**src/rtl/pwm_capture.sv**
```systemverilog
// -----------------------------------------------------------------------------
// pwm_capture
//
// Avalon-MM slave that measures an external PWM waveform. It reports the
// period and the high time of the most recent complete PWM cycle, both in clk
// cycles. The period and high time returned together always come from the
// same PWM cycle: reading PERIOD snapshots HIGH into a shadow register, and
// reading HIGH returns that shadow.
//
// Register map (32-bit, word addressed):
//   0 CTRL   RW   bit0 enable, bit1 irq_en
//   1 STATUS W1C  bit0 valid, bit1 timeout (a set event beats a clear)
//   2 PERIOD RO   last captured period (zero-extended)
//   3 HIGH   RO   high time matching the last PERIOD read (shadow)
//
// Ports:
//   clk         system clock, rising edge
//   reset_n     asynchronous active-low reset
//   address     register select
//   chipselect  qualifies read / write
//   read        read strobe (readdata loaded on this edge, latency 1)
//   write       write strobe
//   writedata   write data
//   readdata    registered read data
//   pwm_in      asynchronous PWM input under measurement
//   irq         level interrupt = STATUS.valid & CTRL.irq_en
// -----------------------------------------------------------------------------
module pwm_capture #(
   parameter int unsigned CNT_WIDTH = 32
) (
   input  logic        clk,
   input  logic        reset_n,
   input  logic [1:0]  address,
   input  logic        chipselect,
   input  logic        read,
   input  logic        write,
   input  logic [31:0] writedata,
   output logic [31:0] readdata,
   input  logic        pwm_in,
   output logic        irq
);

   localparam logic [CNT_WIDTH-1:0] CntMax = '1;
   localparam logic [CNT_WIDTH-1:0] CntOne = {{(CNT_WIDTH-1){1'b0}}, 1'b1};

   localparam logic [1:0] AddrCtrl   = 2'd0;
   localparam logic [1:0] AddrStatus = 2'd1;
   localparam logic [1:0] AddrPeriod = 2'd2;
   localparam logic [1:0] AddrHigh   = 2'd3;

   typedef enum logic [1:0] {
      StIdle,
      StArm,
      StMeasure
   } state_e;

   // ---------------------------------------------------------------------------
   // Input synchronizer and rising-edge detect
   // ---------------------------------------------------------------------------
   logic r_sync1;
   logic r_s;
   logic r_s_d;
   logic w_rise;

   always_ff @(posedge clk or negedge reset_n) begin
      if (!reset_n) begin
         r_sync1 <= 1'b0;
         r_s     <= 1'b0;
         r_s_d   <= 1'b0;
      end else begin
         r_sync1 <= pwm_in;
         r_s     <= r_sync1;
         r_s_d   <= r_s;
      end
   end

   assign w_rise = r_s & ~r_s_d;

   // ---------------------------------------------------------------------------
   // Bus decode
   // ---------------------------------------------------------------------------
   logic w_wr;
   logic w_rd;
   logic w_wr_ctrl;
   logic w_wr_status;
   logic w_rd_period;
   logic w_unused_wdata;

   assign w_wr        = chipselect & write;
   assign w_rd        = chipselect & read;
   assign w_wr_ctrl   = w_wr & (address == AddrCtrl);
   assign w_wr_status = w_wr & (address == AddrStatus);
   assign w_rd_period = w_rd & (address == AddrPeriod);

   // Only the two low bits of writedata are meaningful in any register.
   assign w_unused_wdata = ^writedata[31:2];

   // ---------------------------------------------------------------------------
   // CTRL
   // ---------------------------------------------------------------------------
   logic r_ctrl_en;
   logic r_ctrl_irq_en;

   always_ff @(posedge clk or negedge reset_n) begin
      if (!reset_n) begin
         r_ctrl_en     <= 1'b0;
         r_ctrl_irq_en <= 1'b0;
      end else if (w_wr_ctrl) begin
         r_ctrl_en     <= writedata[0];
         r_ctrl_irq_en <= writedata[1];
      end
   end

   // ---------------------------------------------------------------------------
   // Measurement state machine
   // ---------------------------------------------------------------------------
   state_e               r_state;
   logic [CNT_WIDTH-1:0] r_period_cnt;
   logic [CNT_WIDTH-1:0] r_high_cnt;
   logic [CNT_WIDTH-1:0] r_period;
   logic [CNT_WIDTH-1:0] r_high;
   logic                 w_in_measure;
   logic                 w_capture;
   logic                 w_cnt_sat;

   // Events are only honoured while enabled; clearing enable wins over both.
   assign w_in_measure = r_ctrl_en & (r_state == StMeasure);
   assign w_capture    = w_in_measure & w_rise;
   assign w_cnt_sat    = w_in_measure & ~w_rise & (r_period_cnt == CntMax);

   always_ff @(posedge clk or negedge reset_n) begin
      if (!reset_n) begin
         r_state      <= StIdle;
         r_period_cnt <= '0;
         r_high_cnt   <= '0;
         r_period     <= '0;
         r_high       <= '0;
      end else if (!r_ctrl_en) begin
         // Any partial cycle is discarded; PERIOD/HIGH keep their values.
         r_state      <= StIdle;
         r_period_cnt <= '0;
         r_high_cnt   <= '0;
      end else begin
         unique case (r_state)
            StIdle: begin
               r_state <= StArm;
            end
            StArm: begin
               if (w_rise) begin
                  // The rise cycle itself counts toward both period and high.
                  r_period_cnt <= CntOne;
                  r_high_cnt   <= CntOne;
                  r_state      <= StMeasure;
               end
            end
            StMeasure: begin
               if (w_capture) begin
                  r_period     <= r_period_cnt;
                  r_high       <= r_high_cnt;
                  r_period_cnt <= CntOne;
                  r_high_cnt   <= CntOne;
               end else if (w_cnt_sat) begin
                  // Input stuck high or low: drop back and wait for a fresh rise.
                  r_period_cnt <= '0;
                  r_high_cnt   <= '0;
                  r_state      <= StArm;
               end else begin
                  r_period_cnt <= r_period_cnt + CntOne;
                  r_high_cnt   <= r_high_cnt + {{(CNT_WIDTH-1){1'b0}}, r_s};
               end
            end
            default: begin
               r_state <= StIdle;
            end
         endcase
      end
   end

   // ---------------------------------------------------------------------------
   // STATUS (write-1-to-clear, set has priority)
   // ---------------------------------------------------------------------------
   logic r_valid;
   logic r_timeout;

   always_ff @(posedge clk or negedge reset_n) begin
      if (!reset_n) begin
         r_valid   <= 1'b0;
         r_timeout <= 1'b0;
      end else begin
         if (w_capture) begin
            r_valid <= 1'b1;
         end else if (w_wr_status && writedata[0]) begin
            r_valid <= 1'b0;
         end

         if (w_cnt_sat) begin
            r_timeout <= 1'b1;
         end else if (w_wr_status && writedata[1]) begin
            r_timeout <= 1'b0;
         end
      end
   end

   // ---------------------------------------------------------------------------
   // Coherent HIGH shadow and registered read data
   // ---------------------------------------------------------------------------
   logic [CNT_WIDTH-1:0] r_high_shadow;

   // Sampling r_high on the PERIOD read edge pairs it with the PERIOD value
   // returned on that same edge, even if a capture also lands on it.
   always_ff @(posedge clk or negedge reset_n) begin
      if (!reset_n) begin
         r_high_shadow <= '0;
      end else if (w_rd_period) begin
         r_high_shadow <= r_high;
      end
   end

   always_ff @(posedge clk or negedge reset_n) begin
      if (!reset_n) begin
         readdata <= '0;
      end else if (w_rd) begin
         unique case (address)
            AddrCtrl:   readdata <= {30'd0, r_ctrl_irq_en, r_ctrl_en};
            AddrStatus: readdata <= {30'd0, r_timeout, r_valid};
            AddrPeriod: readdata <= 32'(r_period);
            AddrHigh:   readdata <= 32'(r_high_shadow);
            default:    readdata <= '0;
         endcase
      end
   end

   assign irq = r_valid & r_ctrl_irq_en;

endmodule

```
**config.mk**
```make
export PLATFORM = sky130hd
export DESIGN_NAME = pwm_capture
export DESIGN_NICKNAME = d
export VERILOG_FILES = /design/src/rtl/pwm_capture.sv
export SDC_FILE = /design/constraint.sdc
export NUM_CORES = 1
export LEC_CHECK = 0
export BUFFER_PORTS_ARGS = -buffer_cell sky130_fd_sc_hd__buf_2
export CORE_MARGIN = 2
export CORE_UTILIZATION = 35
export CTS_CLUSTER_DIAMETER = 50
export DETAILED_ROUTE_END_ITERATION = 10
export SLEW_MARGIN = 25
export SYNTH_ARGS = -nofsm -noshare
export SYNTH_HDL_FRONTEND = slang
export SYNTH_SLANG_ARGS = --single-unit
```
**constraint.sdc**
```tcl
create_clock -name clk -period 3.1 [get_ports clk]
set_clock_uncertainty 0.15 [all_clocks]
set_input_delay 0.465 -clock clk [delete_from_list [all_inputs] [get_ports clk]]
set_output_delay 0.465 -clock clk [all_outputs]
set_load 0.01 [all_outputs]
```
## Yosys cells after proc, flatten, opt, wreduce, memory -nomap -nowiden

Cells that the tools add are included.

- Bitwise logic cells: 13
- Reductions and logical operators: 9
- Equal/unequal tests: 10
- Mux-type cells: 19
- Add/subtract/negate cells: 2

Operators with widths:

| operator | count |
|---|---|
| 32-bit 2-to-1 mux | 7 |
| 32-bit case mux with 2 select lines | 2 |
| 32-bit case mux with 4 select lines | 1 |
| 32-bit by 1-bit adder with 32-bit output | 1 |
| 32-bit by 1-bit adder with 32-bit output, second input constant | 1 |
| 32-bit equality test, second input constant | 1 |
| 1-bit bitwise AND | 11 |
| 3-bit inequality test, second input constant | 3 |
| 2-bit 2-to-1 mux | 4 |
| 2-bit equality test, second input constant | 3 |
| 2-bit case mux with 3 select lines | 1 |
| 3-bit AND reduction | 2 |
| 2-bit by 1-bit equality test with 1-bit output, second input constant | 2 |
| 2-bit logical NOT | 2 |
| 1-bit 2-to-1 mux | 4 |
| 2-bit nonzero test | 2 |
| 3-bit by 1-bit inequality test with 1-bit output, second input constant | 1 |
| 1-bit logical AND | 2 |
| 1-bit inverter | 2 |
| 2-bit AND reduction | 1 |

- Logic and storage cells: 67
- Flip-flop bits (word level): 201

## Logic depth before layout (Yosys ltp)

Gate-level depths: netlist (run 1).

- Depth in word-level cells: 9
- Depth in mapped cells: 9
- Depth with buffers taken out: 7

## Worst setup path before layout (run 1)

OpenSTA, ideal clock, no wires.

- Kind: register to register
- Start point: register r_period_cnt[0]
- End point: register r_high_cnt[26]
- Cell stages (with the launch flop): 10
- Period minus slack after synthesis: 2.108 ns
- Arrival time: 1.881 ns
- Path slack: 0.992 ns
- Path through: dfrtp_1 > ha_1 > nand4_1 > nor4_4 > and4bb_1 > buf_6 > or2_4 > buf_6 > or3_1 > o21ai_1

- Cells in the longest elaborated chain, start to end: 6

Ends and longest elaborated chain:

| element | line | text |
|---|---|---|
| start: declaration | 118 | `logic [CNT_WIDTH-1:0] r_period_cnt;` |
| start signal: assignment | 151 | `r_period_cnt <= CntOne;` |
| start signal: assignment | 160 | `r_period_cnt <= CntOne;` |
| start signal: assignment | 168 | `r_period_cnt <= r_period_cnt + CntOne;` |
| 32-bit equality test | 129 | `assign w_cnt_sat = w_in_measure & ~w_rise & (r_period_cnt == CntMax);` |
| 1-bit bitwise AND | 129 |  |
| 32-bit 2-to-1 mux | 162 | `end else if (w_cnt_sat) begin` |
| 32-bit 2-to-1 mux | 157 | `if (w_capture) begin` |
| 32-bit case mux with 2 select lines | 144 | `unique case (r_state)` |
| 32-bit 2-to-1 mux | 138 | `end else if (!r_ctrl_en) begin` |
| end signal: assignment | 152 | `r_high_cnt <= CntOne;` |
| end signal: assignment | 161 | `r_high_cnt <= CntOne;` |
| end signal: assignment | 169 | `r_high_cnt <= r_high_cnt + {{(CNT_WIDTH-1){1'b0}}, r_s};` |
| end: declaration | 119 | `logic [CNT_WIDTH-1:0] r_high_cnt;` |

No other way between the ends.
A chain may end at the register's enable or synchronous reset.

## Final worst setup path (run 1)

- Start point: register r_period_cnt[0]
- End point: register r_high_cnt[31]

The elaborated chain is that of the path after synthesis.

==> results of run 1 <==
power groups by stage:
| stage | clock network, W | registers (W) | logic [W] |
|---|---|---|---|
| finish | 0.00302 | 0.00270 | 0.000371 |
| global route | 0.00319 | 0.00271 | 0.000414 |
| CTS | 0.00309 | 0.00270 | 0.000381 |
| detailed placement | 0 | 0.00275 | 0.000376 |
| global placement | 0 | 0.00275 | 0.000374 |
| floorplan | 0 | 0.00273 | 0.000220 |
per-layer routing:
metal / part of all wire, % / up-vias / routed length, um / track usage [%]
met5: 0 / - / 0 / 0
met4: 2.1 / 0 / 403 / 3.748
met3: 3.8 / 34 / 739 / 2.184
met2: 44 / 121 / 8645 / 23.44
met1: 50 / 3002 / 9662 / 22.28
li1: - / 2826 / - / -
repair_timing:
action / 4_1_cts / 5_1_grt
hold endpoints to repair: 75 / 0
hold buffers: 2 / 0
resized for setup: 0 / 0
setup buffers: 0 / 0
metrics by stage:
step | utilization, % | area, um^2 | setup WS [ns]
2_1_floorplan | - | 8911 | 0.9924
3_3_place_gp | 37.96 | 9530 | 0.5657
3_5_place_dp | 37.96 | 9530 | 0.5625
4_1_cts | 41.52 | 10430 | 0.5539
5_1_grt | 41.52 | 10430 | 0.3996
6_report | 41.52 | 10430 | 0.5411
registers in the layout, summed over array words and instances, names as in the netlist:
signal         count
r_high_cnt        32
r_timeout          1
r_s                1
r_ctrl_irq_en      1
r_s_d              1
r_ctrl_en          1
r_period          32
readdata          32
r_period_cnt      32
r_valid            1
r_high_shadow     32
r_state            2
r_high            32
r_sync1            1
placed cells by master (no fill, tap or decap), types with 19 or more instances in the layout:
cell	count
buf_2	41
clkbuf_16	27
dfrtp_1	201
mux2_2	100
mux2i_1	34
nand2_1	78
nand3_1	28
nand4_1	19
nor2_1	46
o21ai_0	40
xor2_1	22
logic make-up (layout without fill, tap and decap cells):
group / count (synthesis) / after routing / synth area share, %
adder cells (fa/ha/maj): 3 / 3 / 0.4213
XOR/XNOR: 34 / 34 / 3.342
buffers and inverters: 43 / 118 / 2.218
multiplexers: 136 / 136 / 16.96
flip-flops: 201 / 201 / 56.44
AO/OA/AOI/OAI: 93 / 93 / 5.939
AND/OR/NAND/NOR: 249 / 249 / 14.67
how the worst max path moves through the flow:
stage	cells after the start	from	to
finish	8	r_period_cnt[0]	r_high_cnt[31]
floorplan	9	r_period_cnt[0]	r_high_cnt[26]
global placement	8	r_period_cnt[0]	r_high_cnt[31]
CTS	8	r_period_cnt[0]	r_high_cnt[31]
global route	8	r_period_cnt[0]	r_high_cnt[31]
detailed placement	8	r_period_cnt[0]	r_high_cnt[31]
synth_stat cells (all sizes together), types with 5 or more instances:
master  count
inv         6
nor2       49
o21ai      48
o211ai      5
clkbuf     20
buf        17
dfrtp     201
and4        9
nand4      20
a21oi      15
and2        9
or3         8
mux2      100
a31oi      13
nor3       15
nor4        5
nand3      29
xor2       22
mux2i      34
and3       11
nand2      79
xnor2      12
cell type report:
| type | count | area [um^2] | share of cell area, % |
|---|---|---|---|
| inverters | 6 | 22.52 | 0.2160 |
| repair buffers | 63 | 394.1 | 3.780 |
| clock inverters | 15 | 153.9 | 1.476 |
| clock buffers | 34 | 721.9 | 6.924 |
| well taps | 330 | 412.9 | 3.960 |
| flip-flops and latches | 201 | 5030 | 48.24 |
| multi-input cells | 515 | 3691 | 35.40 |
==> qor.yml, run 1 <==
outcome: "complete, no violations"
htree_num_levels: 1
share_clk_of_total_power_pct: 49.6
layout.filler_cells: 2453
synthToLayoutAreaGrowth_pct: 17.00
cpPeakStageDelay_ns: 0.48
clock_tree.buffer_depth: 3
nets: 857
post_route_cells_drive_above_1_share_pct: 26.38
crit_chain: "ha_1, nand4_1, nor4_4, and4bb_1, nor2_2, buf_4, and4_1, a211o_1"
numCtsBuffers: 27
drt-initial-drc-count: 365
worst_ep_arrival_time_ns: 2.82
top_level_ports: 73
grt_util_all_layers_pct: 15.11
cp_top_family: "simple AND/OR/NAND/NOR gates"
die-area_mm2: 0.02675
clock_tree_from_tritoncts: "yes"
relative_max_transition_margin_pct: 41.51
slew_viol_final: 0
route.detailed.vias_per_inst: 5.140
post-route-min-period_ns: 2.559
worstSetupEndpointType: "flip-flop"
power.leakage_nw: 4.868
r2r-start: "r_period_cnt[0]"
fmax_mhz: 390.8
core_area_mm2: 0.02511
clock-sinks: 201
antenna_found_initial: 0
crit_fanout: 20
tightestPinTransition_ns: 0.8752
n_antenna_cell: 0
cp-start-kind: "flip-flop"
numPortBuffers: 42
grt_first_pass_wirelength_um: 32440
detailedPlacementHpwl_um: 12720
hold_depth: 2
ys_warnings: 0
max_cap_violations: 0
internal_power_w: 0.004603
gp_congestion: 0.8295
worstHoldStart: "writedata[0]"
vias: 5983
stdcell_count: 1164
route.detailed.wl_per_inst_um: 16.71
worst_case_vdd_ir_drop_mv: 0.3420
post_synthesis_sequential_area_ratio_pct: 56.44
die_height_um: 163.6
post_synth_edffs: 0
total_power_w: 0.006095
timing_worst_setup_path_type: "flip-flop to flip-flop"
crit_slowest_cell: "and4bb_1"
r2r_cells: 8
ys_dominant_reg_cell: "dfrtp_1"
critical_path.reg2reg.endpoint: "r_high_cnt[31]"
pwr-share-seq_pct: 44.3
power_per_cell_area_mw_per_mm2: 584.6
post_synthesis_instance_area_mm2: 0.008911
via_count_of_the_first_global_routing_pass: 5960
rsz_0062_raised_after_global_routing: "no"
swShare_pct: 24.49
finalCritPeriodShare_pct: 82.55
chipWidth_um: 163.6
synth_net_count: 802
insertion_delay_ns: 0.53
place_inst: 1113
biggest_area_contributors_in_the_synthesized_netlist: "dfrtp_1 (56%), mux2_2 (13%), mux2i_1 (3.8%)"
holdWs_ns: 0.04161
synth.distinct_cells: 55
hold_end: "r_ctrl_en"
dr.pass1.iters: 5
synth_async_sr_flop_share_pct: 100.0
clock_tree_root_driver_cell: "clkbuf_16"
min_path_type: "input port to flip-flop"
drt.antenna.violating_nets: 0
initial_utilization_pct: 35.49
p_switching_w: 0.001492
row_count: 58
power.combinational.fraction_pct: 6.1
synthDominantCellAreaShare_pct: 56.44
drc_errors: 0
postSynthAreaPerCell_um2: 11.74
hold_viol_final: 0
netlist.top_cell.by_area: "dfrtp_1"
r2r_setup_slack_ns: 0.54
worst-path-buf-inv: 1
clkTransAtPathRegs_ns: 0.06
critPathRequiredTime_ns: 3.36
synth_cells: 759
grt_overflow_total: 0
setup_viol: 0
synth.ff_latch_count: 201
setup_tns_ns: 0
pin_count_of_the_biggest_net_entering_global_routing: 80
postRouteWirelength_um: 19450
Power figures use the tool's default switching activity.
==> inputs of run 2 (changes only) <==
==> constraint.sdc (replaced) <==
create_clock -name clk -period 2.3 [get_ports clk]
set_clock_uncertainty 0.15 [all_clocks]
set_input_delay 0.345 -clock clk [delete_from_list [all_inputs] [get_ports clk]]
set_output_delay 0.345 -clock clk [all_outputs]
set_load 0.01 [all_outputs]
==> qor.yml, run 2 (synthesis results as in run 1) <==
outcome: "complete, no violations"  # unchanged
hold_end: "r_timeout"  # was r_ctrl_en
critPathRequiredTime_ns: 2.55  # was 3.36 ns
cp_top_family: "simple AND/OR/NAND/NOR gates"  # unchanged
final_cell_area_mm2: 0.01099  # was 0.01043 mm^2
worst-path-buf-inv: 1  # unchanged
die_height_um: 163.6  # unchanged
clock_tree_root_driver_cell: "clkbuf_16"  # unchanged
total_power_w: 0.008350  # was 0.006095 W
drc_errors: 0  # unchanged
finalCritPeriodShare_pct: 97.20  # was 82.55%
top_level_ports: 73  # unchanged
clock_tree.buffer_depth: 3  # unchanged
crit_fanout: 4  # was 20
max_cap_violations: 0  # unchanged
hold_depth: 5  # was 2
swShare_pct: 23.29  # was 24.49%
r2r_setup_slack_ns: 0.06  # was 0.54 ns
hold_viol_final: 0  # unchanged
antenna_found_initial: 0  # unchanged
detailedPlacementHpwl_um: 13740  # was 12,720 um
post_route_cells_drive_above_1_share_pct: 31.79  # was 26.38%
internal_power_w: 0.006406  # was 0.004603 W
chipWidth_um: 163.6  # unchanged
grt_util_all_layers_pct: 15.21  # was 15.11%
via_count_of_the_first_global_routing_pass: 6110  # was 5,960
insertion_delay_ns: 0.51  # was 0.53 ns
setup_tns_ns: 0  # unchanged
r2r_cells: 8  # unchanged
layout.cells.most_common_list: "dfrtp_1 (201), mux2_2 (100), nand2_1 (78)"  # unchanged
grt_first_pass_wirelength_um: 32870  # was 32,440 um
setup_viol: 0  # unchanged
worst_case_vdd_ir_drop_mv: 0.5886  # was 0.3420 mV
cpPeakStageDelay_ns: 0.39  # was 0.48 ns
clkTransAtPathRegs_ns: 0.06  # about the same
core_area_mm2: 0.02511  # unchanged
p_switching_w: 0.001945  # was 0.001492 W
drt.antenna.violating_nets: 0  # unchanged
power.leakage_nw: 5.207  # was 4.868 nW
crit_slowest_cell: "dfrtp_1"  # was and4bb_1
cell_area_reported_after_detailed_placement_mm2: 0.009966  # was 0.009530 mm^2
clock-sinks: 201  # unchanged
worst_ep_arrival_time_ns: 2.48  # was 2.82 ns
worstSetupEndpointType: "flip-flop"  # unchanged
min_path_type: "input port to flip-flop"  # unchanged
grt_overflow_total: 0  # unchanged
r2r-start: "r_period_cnt[1]"  # was r_period_cnt[0]
slew_viol_final: 0  # unchanged
power_per_cell_area_mw_per_mm2: 760.0  # was 584.6 mW/mm^2
rsz_0062_raised_after_global_routing: "yes"  # was no
dr.pass1.iters: 5  # unchanged
placement.setup.worst_slack_ns: 0.05107  # was 0.5625 ns
pwr-share-seq_pct: 43.5  # was 44.3%
drt-initial-drc-count: 375  # was 365
finalWorstSetupSlack_ns: 0.06448  # was 0.5411 ns
nets: 911  # was 857
fmax_mhz: 447.3  # was 390.8 MHz
layout.filler_cells: 2424  # was 2,453
die-area_mm2: 0.02675  # unchanged
worstHoldStart: "address[1]"  # was writedata[0]
vias: 6086  # was 5,983
n_antenna_cell: 0  # unchanged
timing_worst_setup_path_type: "flip-flop to flip-flop"  # unchanged
relative_max_transition_margin_pct: 61.36  # was 41.51%
route.detailed.wl_per_inst_um: 16.19  # was 16.71 um
numPortBuffers: 42  # unchanged
initial_utilization_pct: 35.49  # unchanged
final_common_cell: "dfrtp_1"  # unchanged
clock_tree_from_tritoncts: "yes"  # unchanged
postRouteWirelength_um: 19700  # was 19,450 um
tightestPinTransition_ns: 0.5716  # was 0.8752 ns
critical_path.reg2reg.endpoint: "r_high_cnt[31]"  # unchanged
place_inst: 1161  # was 1,113
row_count: 58  # unchanged
gp_congestion: 0.9055  # was 0.8295
share_clk_of_total_power_pct: 49.6  # about the same
crit_chain: "ha_4, nand4_1, nor4_4, and4bb_2, nor2_4, buf_6, and4_1, a211o_1"  # was ha_1, nand4_1, nor4_4, and4bb_1, nor2_2, buf_4, and4_1, a211o_1
synthToLayoutAreaGrowth_pct: 23.29  # was 17.00%
post-route-min-period_ns: 2.236  # was 2.559 ns
numCtsBuffers: 25  # was 27
cp-start-kind: "flip-flop"  # unchanged
stdcell_count: 1217  # was 1,164
htree_num_levels: 1  # unchanged
pin_count_of_the_biggest_net_entering_global_routing: 51  # was 80
route.detailed.vias_per_inst: 5.001  # was 5.140
power.combinational.fraction_pct: 6.9  # was 6.1%
-- run 2: metrics by stage --
stage               utilization (%)  hold WS, ns
floorplan                         -      -0.1006
global placement              39.69       0.1884
detailed placement            39.69       0.1908
CTS                           43.39      0.07362
global route                  43.76       0.1104
finish                        43.76      0.09187
-- run 2: power by group through the flow --
stage	Combinational [W]	Sequential, W	Clock [W]
after detailed placement	0.000576	0.00369	0
after global routing	0.000637	0.00363	0.00441
after floorplan	0.000296	0.00368	0
final	0.000576	0.00363	0.00414
after CTS	0.000582	0.00363	0.00426
after global placement	0.000575	0.00369	0
-- run 2: per-layer routing --
layer  GRT usage (%)  up-vias  share of wire (%)
met3           2.362       30                4.1
met2           23.76      125                 45
met5               0        -                  0
met1           22.32     3009                 49
li1                -     2922                  -
met4           3.429        0                1.8
-- run 2: repair_timing --
item	in CTS	in global routing
setup buffers	0	6
hold endpoints to repair	50	0
resized for setup	0	11
endpoints found under the setup margin	0	46
hold buffers	4	0
-- run 2: how the worst max path moves through the flow --
stage / start / end / cells past startpoint
5_1_grt: r_period_cnt[1] / r_high_cnt[31] / 8
4_1_cts: r_period_cnt[0] / r_high_cnt[31] / 8
3_3_place_gp: r_period_cnt[0] / r_high_cnt[31] / 8
2_1_floorplan: r_period_cnt[0] / r_high_cnt[26] / 9
3_5_place_dp: r_period_cnt[0] / r_high_cnt[31] / 8
6_report: r_period_cnt[1] / r_high_cnt[31] / 8
-- run 2: worst register-to-register path: stages, from the launching register on --
cell	delay, ns
dfrtp_1	0.39
ha_4	0.17
nand4_1	0.15
nor4_4	0.32
and4bb_2	0.34
nor2_4	0.07
buf_6	0.13
and4_1	0.16
a211o_1	0.25
-- run 2: area by class of cell --
type | count | area, um^2 | area share [%]
multi-input cells | 515 | 3734 | 33.98
inverters | 6 | 22.52 | 0.2050
clock buffers | 27 | 643.1 | 5.854
repair buffers | 119 | 898.4 | 8.177
flip-flops and latches | 201 | 5030 | 45.78
well taps | 330 | 412.9 | 3.758
clock inverters | 19 | 246.5 | 2.243
==> inputs of run 3 (changes only) <==
--- a/config.mk
+++ b/config.mk
@@ -10,7 +10,8 @@
 export CORE_UTILIZATION = 35
 export CTS_CLUSTER_DIAMETER = 50
 export DETAILED_ROUTE_END_ITERATION = 10
-export SLEW_MARGIN = 25
+export PLACE_DENSITY = 0.58
+export SLEW_MARGIN = 20
 export SYNTH_ARGS = -nofsm -noshare
 export SYNTH_HDL_FRONTEND = slang
 export SYNTH_SLANG_ARGS = --single-unit
==> qor.yml, run 3 (synthesis results as in run 1) <==
htree_num_levels: 1  # unchanged
post_route_cells_drive_above_1_share_pct: 30.84  # was 31.79%
route.detailed.wl_per_inst_um: 16.33  # was 16.19 um
cts_setup_buffers: 0  # unchanged
numPortBuffers: 42  # unchanged
outcome: "complete, no violations"  # unchanged
cp-start-kind: "flip-flop"  # unchanged
die-area_mm2: 0.02675  # unchanged
startpoint: "r_period_cnt[6]"  # was r_period_cnt[1]
min_path_type: "input port to flip-flop"  # unchanged
critical_path_s_most_frequent_cell: "and4_1"
row_count: 58  # unchanged
synthToLayoutAreaGrowth_pct: 22.65  # was 23.29%
r2r_cells: 7  # was 8
worst-path-buf-inv: 1  # unchanged
dr.pass1.iters: 5  # unchanged
worstHoldStart: "address[1]"  # unchanged
r2r-start: "r_period_cnt[6]"  # was r_period_cnt[1]
internal_power_w: 0.006432  # was 0.006406 W
route.detailed.vias_per_inst: 4.998  # was 5.001
die_height_um: 163.6  # unchanged
crit_chain: "and4_1, nand2_2, and4bb_2, nor2_2, buf_4, and4_1, a211o_1"  # was ha_4, nand4_1, nor4_4, and4bb_2, nor2_4, buf_6, and4_1, a211o_1
layout.cells.most_common_list: "dfrtp_1 (200), mux2_2 (100), nand2_1 (78)"  # was dfrtp_1 (201), mux2_2 (100), nand2_1 (78)
vias: 6057  # was 6,086
grt_overflow_total: 0  # unchanged
worstSetupEndpointType: "flip-flop"  # unchanged
pin_count_of_the_biggest_net_entering_global_routing: 67  # was 51
via_count_of_the_first_global_routing_pass: 6153  # was 6,110
setup_viol: 0  # unchanged
hold_viol_final: 0  # unchanged
clock_tree_from_tritoncts: "yes"  # unchanged
rsz_0062_raised_after_global_routing: "no"  # was yes
clock_tree_root_driver_cell: "clkbuf_16"  # unchanged
core_area_mm2: 0.02511  # unchanged
power.combinational.fraction_pct: 6.6  # was 6.9%
swShare_pct: 24.05  # was 23.29%
detailedPlacementHpwl_um: 13380  # was 13,740 um
finalCritPeriodShare_pct: 95.17  # was 97.20%
max_cap_violations: 0  # unchanged
worst_ep_arrival_time_ns: 2.44  # was 2.48 ns
gp_congestion: 0.8405  # was 0.9055
insertion_delay_ns: 0.53  # was 0.51 ns
pwr-share-seq_pct: 42.8  # was 43.5%
antenna_found_initial: 0  # unchanged
number_of_cells_on_the_critical_path: 7  # was 8
fmax_mhz: 456.8  # was 447.3 MHz
crit_slowest_cell: "dfrtp_1"  # unchanged
drt.antenna.violating_nets: 0  # unchanged
drt-initial-drc-count: 364  # was 375
share_clk_of_total_power_pct: 50.6  # was 49.6%
cpPeakStageDelay_ns: 0.41  # was 0.39 ns
post-route-min-period_ns: 2.189  # was 2.236 ns
clock-sinks: 201  # unchanged
postRouteWirelength_um: 19800  # was 19,700 um
clkTransAtPathRegs_ns: 0.06  # about the same
cp_top_family: "simple AND/OR/NAND/NOR gates"  # unchanged
grt_util_all_layers_pct: 15.56  # was 15.21%
initial_utilization_pct: 35.49  # unchanged
slew_viol_final: 0  # unchanged
crit_fanout: 16  # was 4
setup_tns_ns: 0  # unchanged
clock_tree.buffer_depth: 3  # unchanged
grt_first_pass_wirelength_um: 33430  # was 32,870 um
top_level_ports: 73  # unchanged
relative_max_transition_margin_pct: 64.82  # was 61.36%
p_switching_w: 0.002037  # was 0.001945 W
utilization_pct: 43.53  # was 43.76%
drc_errors: 0  # unchanged
tightestPinTransition_ns: 0.5203  # was 0.5716 ns
critPathRequiredTime_ns: 2.55  # about the same
numCtsBuffers: 27  # was 25
final_common_cell: "dfrtp_1"  # unchanged
power.leakage_nw: 5.173  # was 5.207 nW
worst_case_vdd_ir_drop_mv: 0.4937  # was 0.5886 mV
timing_worst_setup_path_type: "flip-flop to flip-flop"  # unchanged
power_per_cell_area_mw_per_mm2: 774.9  # was 760.0 mW/mm^2
hold_depth: 4  # was 5
n_antenna_cell: 0  # unchanged
chipWidth_um: 163.6  # unchanged
nets: 904  # was 911
## run 3: worst min-delay path: stages
cell	delay [ns]
buf_2	0.15
nor3b_1	0.08
nand2_1	0.07
a21o_1	0.10
## run 3: power by group through the flow
stage	logic [W]	registers [W]	clock network, W
finish	0.000555	0.00363	0.00429
global route	0.000617	0.00364	0.00454
CTS	0.000568	0.00363	0.00440
detailed placement	0.000561	0.00369	0
global placement	0.000555	0.00369	0
floorplan	0.000296	0.00368	0
## run 3: what timing repair did
item | in CTS | in global routing
endpoints found under the setup margin | 0 | 34
resized for setup | 0 | 3
hold buffers | 4 | 0
endpoints found under the hold margin | 54 | 0
## run 3: path summary, 6_finish.rpt
check	end	slack, ns
min reg2reg	r_s	0.19
max reg2reg	r_high_cnt[31]	0.11
min in group asynchronous	readdata[7]	0.20
min	r_valid	0.12
max in group asynchronous	r_period_cnt[19]	1.13
max	r_high_cnt[31]	0.11
## run 3: through the flow
step	area, um^2	total power, W	hold WS (ns)	setup slack, ns	instances
finish	10930	0.008469	0.1216	0.1111	1212
global route	10930	0.008790	0.1503	0.0005960	1212
CTS	10920	0.008594	0.1083	0.07670	1212
detailed placement	9943	0.004254	0.1858	0.09182	1158
global placement	9943	0.004248	0.1848	0.1010	1158
floorplan	8911	0.003979	-0.1006	0.1924	759
## run 3: final cells by class
cell class | instances | area, um^2
well taps | 330 | 412.9
clock buffers | 33 | 738.2
fillers | 2432 | 14180
inverters | 6 | 22.52
clock inverters | 17 | 201.4
flip-flops and latches | 201 | 5031
repair buffers | 110 | 827.0
multi-input cells | 515 | 3696
## run 3: metal layers
layer  GRT usage, %  wire [um]
met5              0          0
met1          23.09       9886
met3          2.209        638
met2          24.26       8926
met4          3.349        343
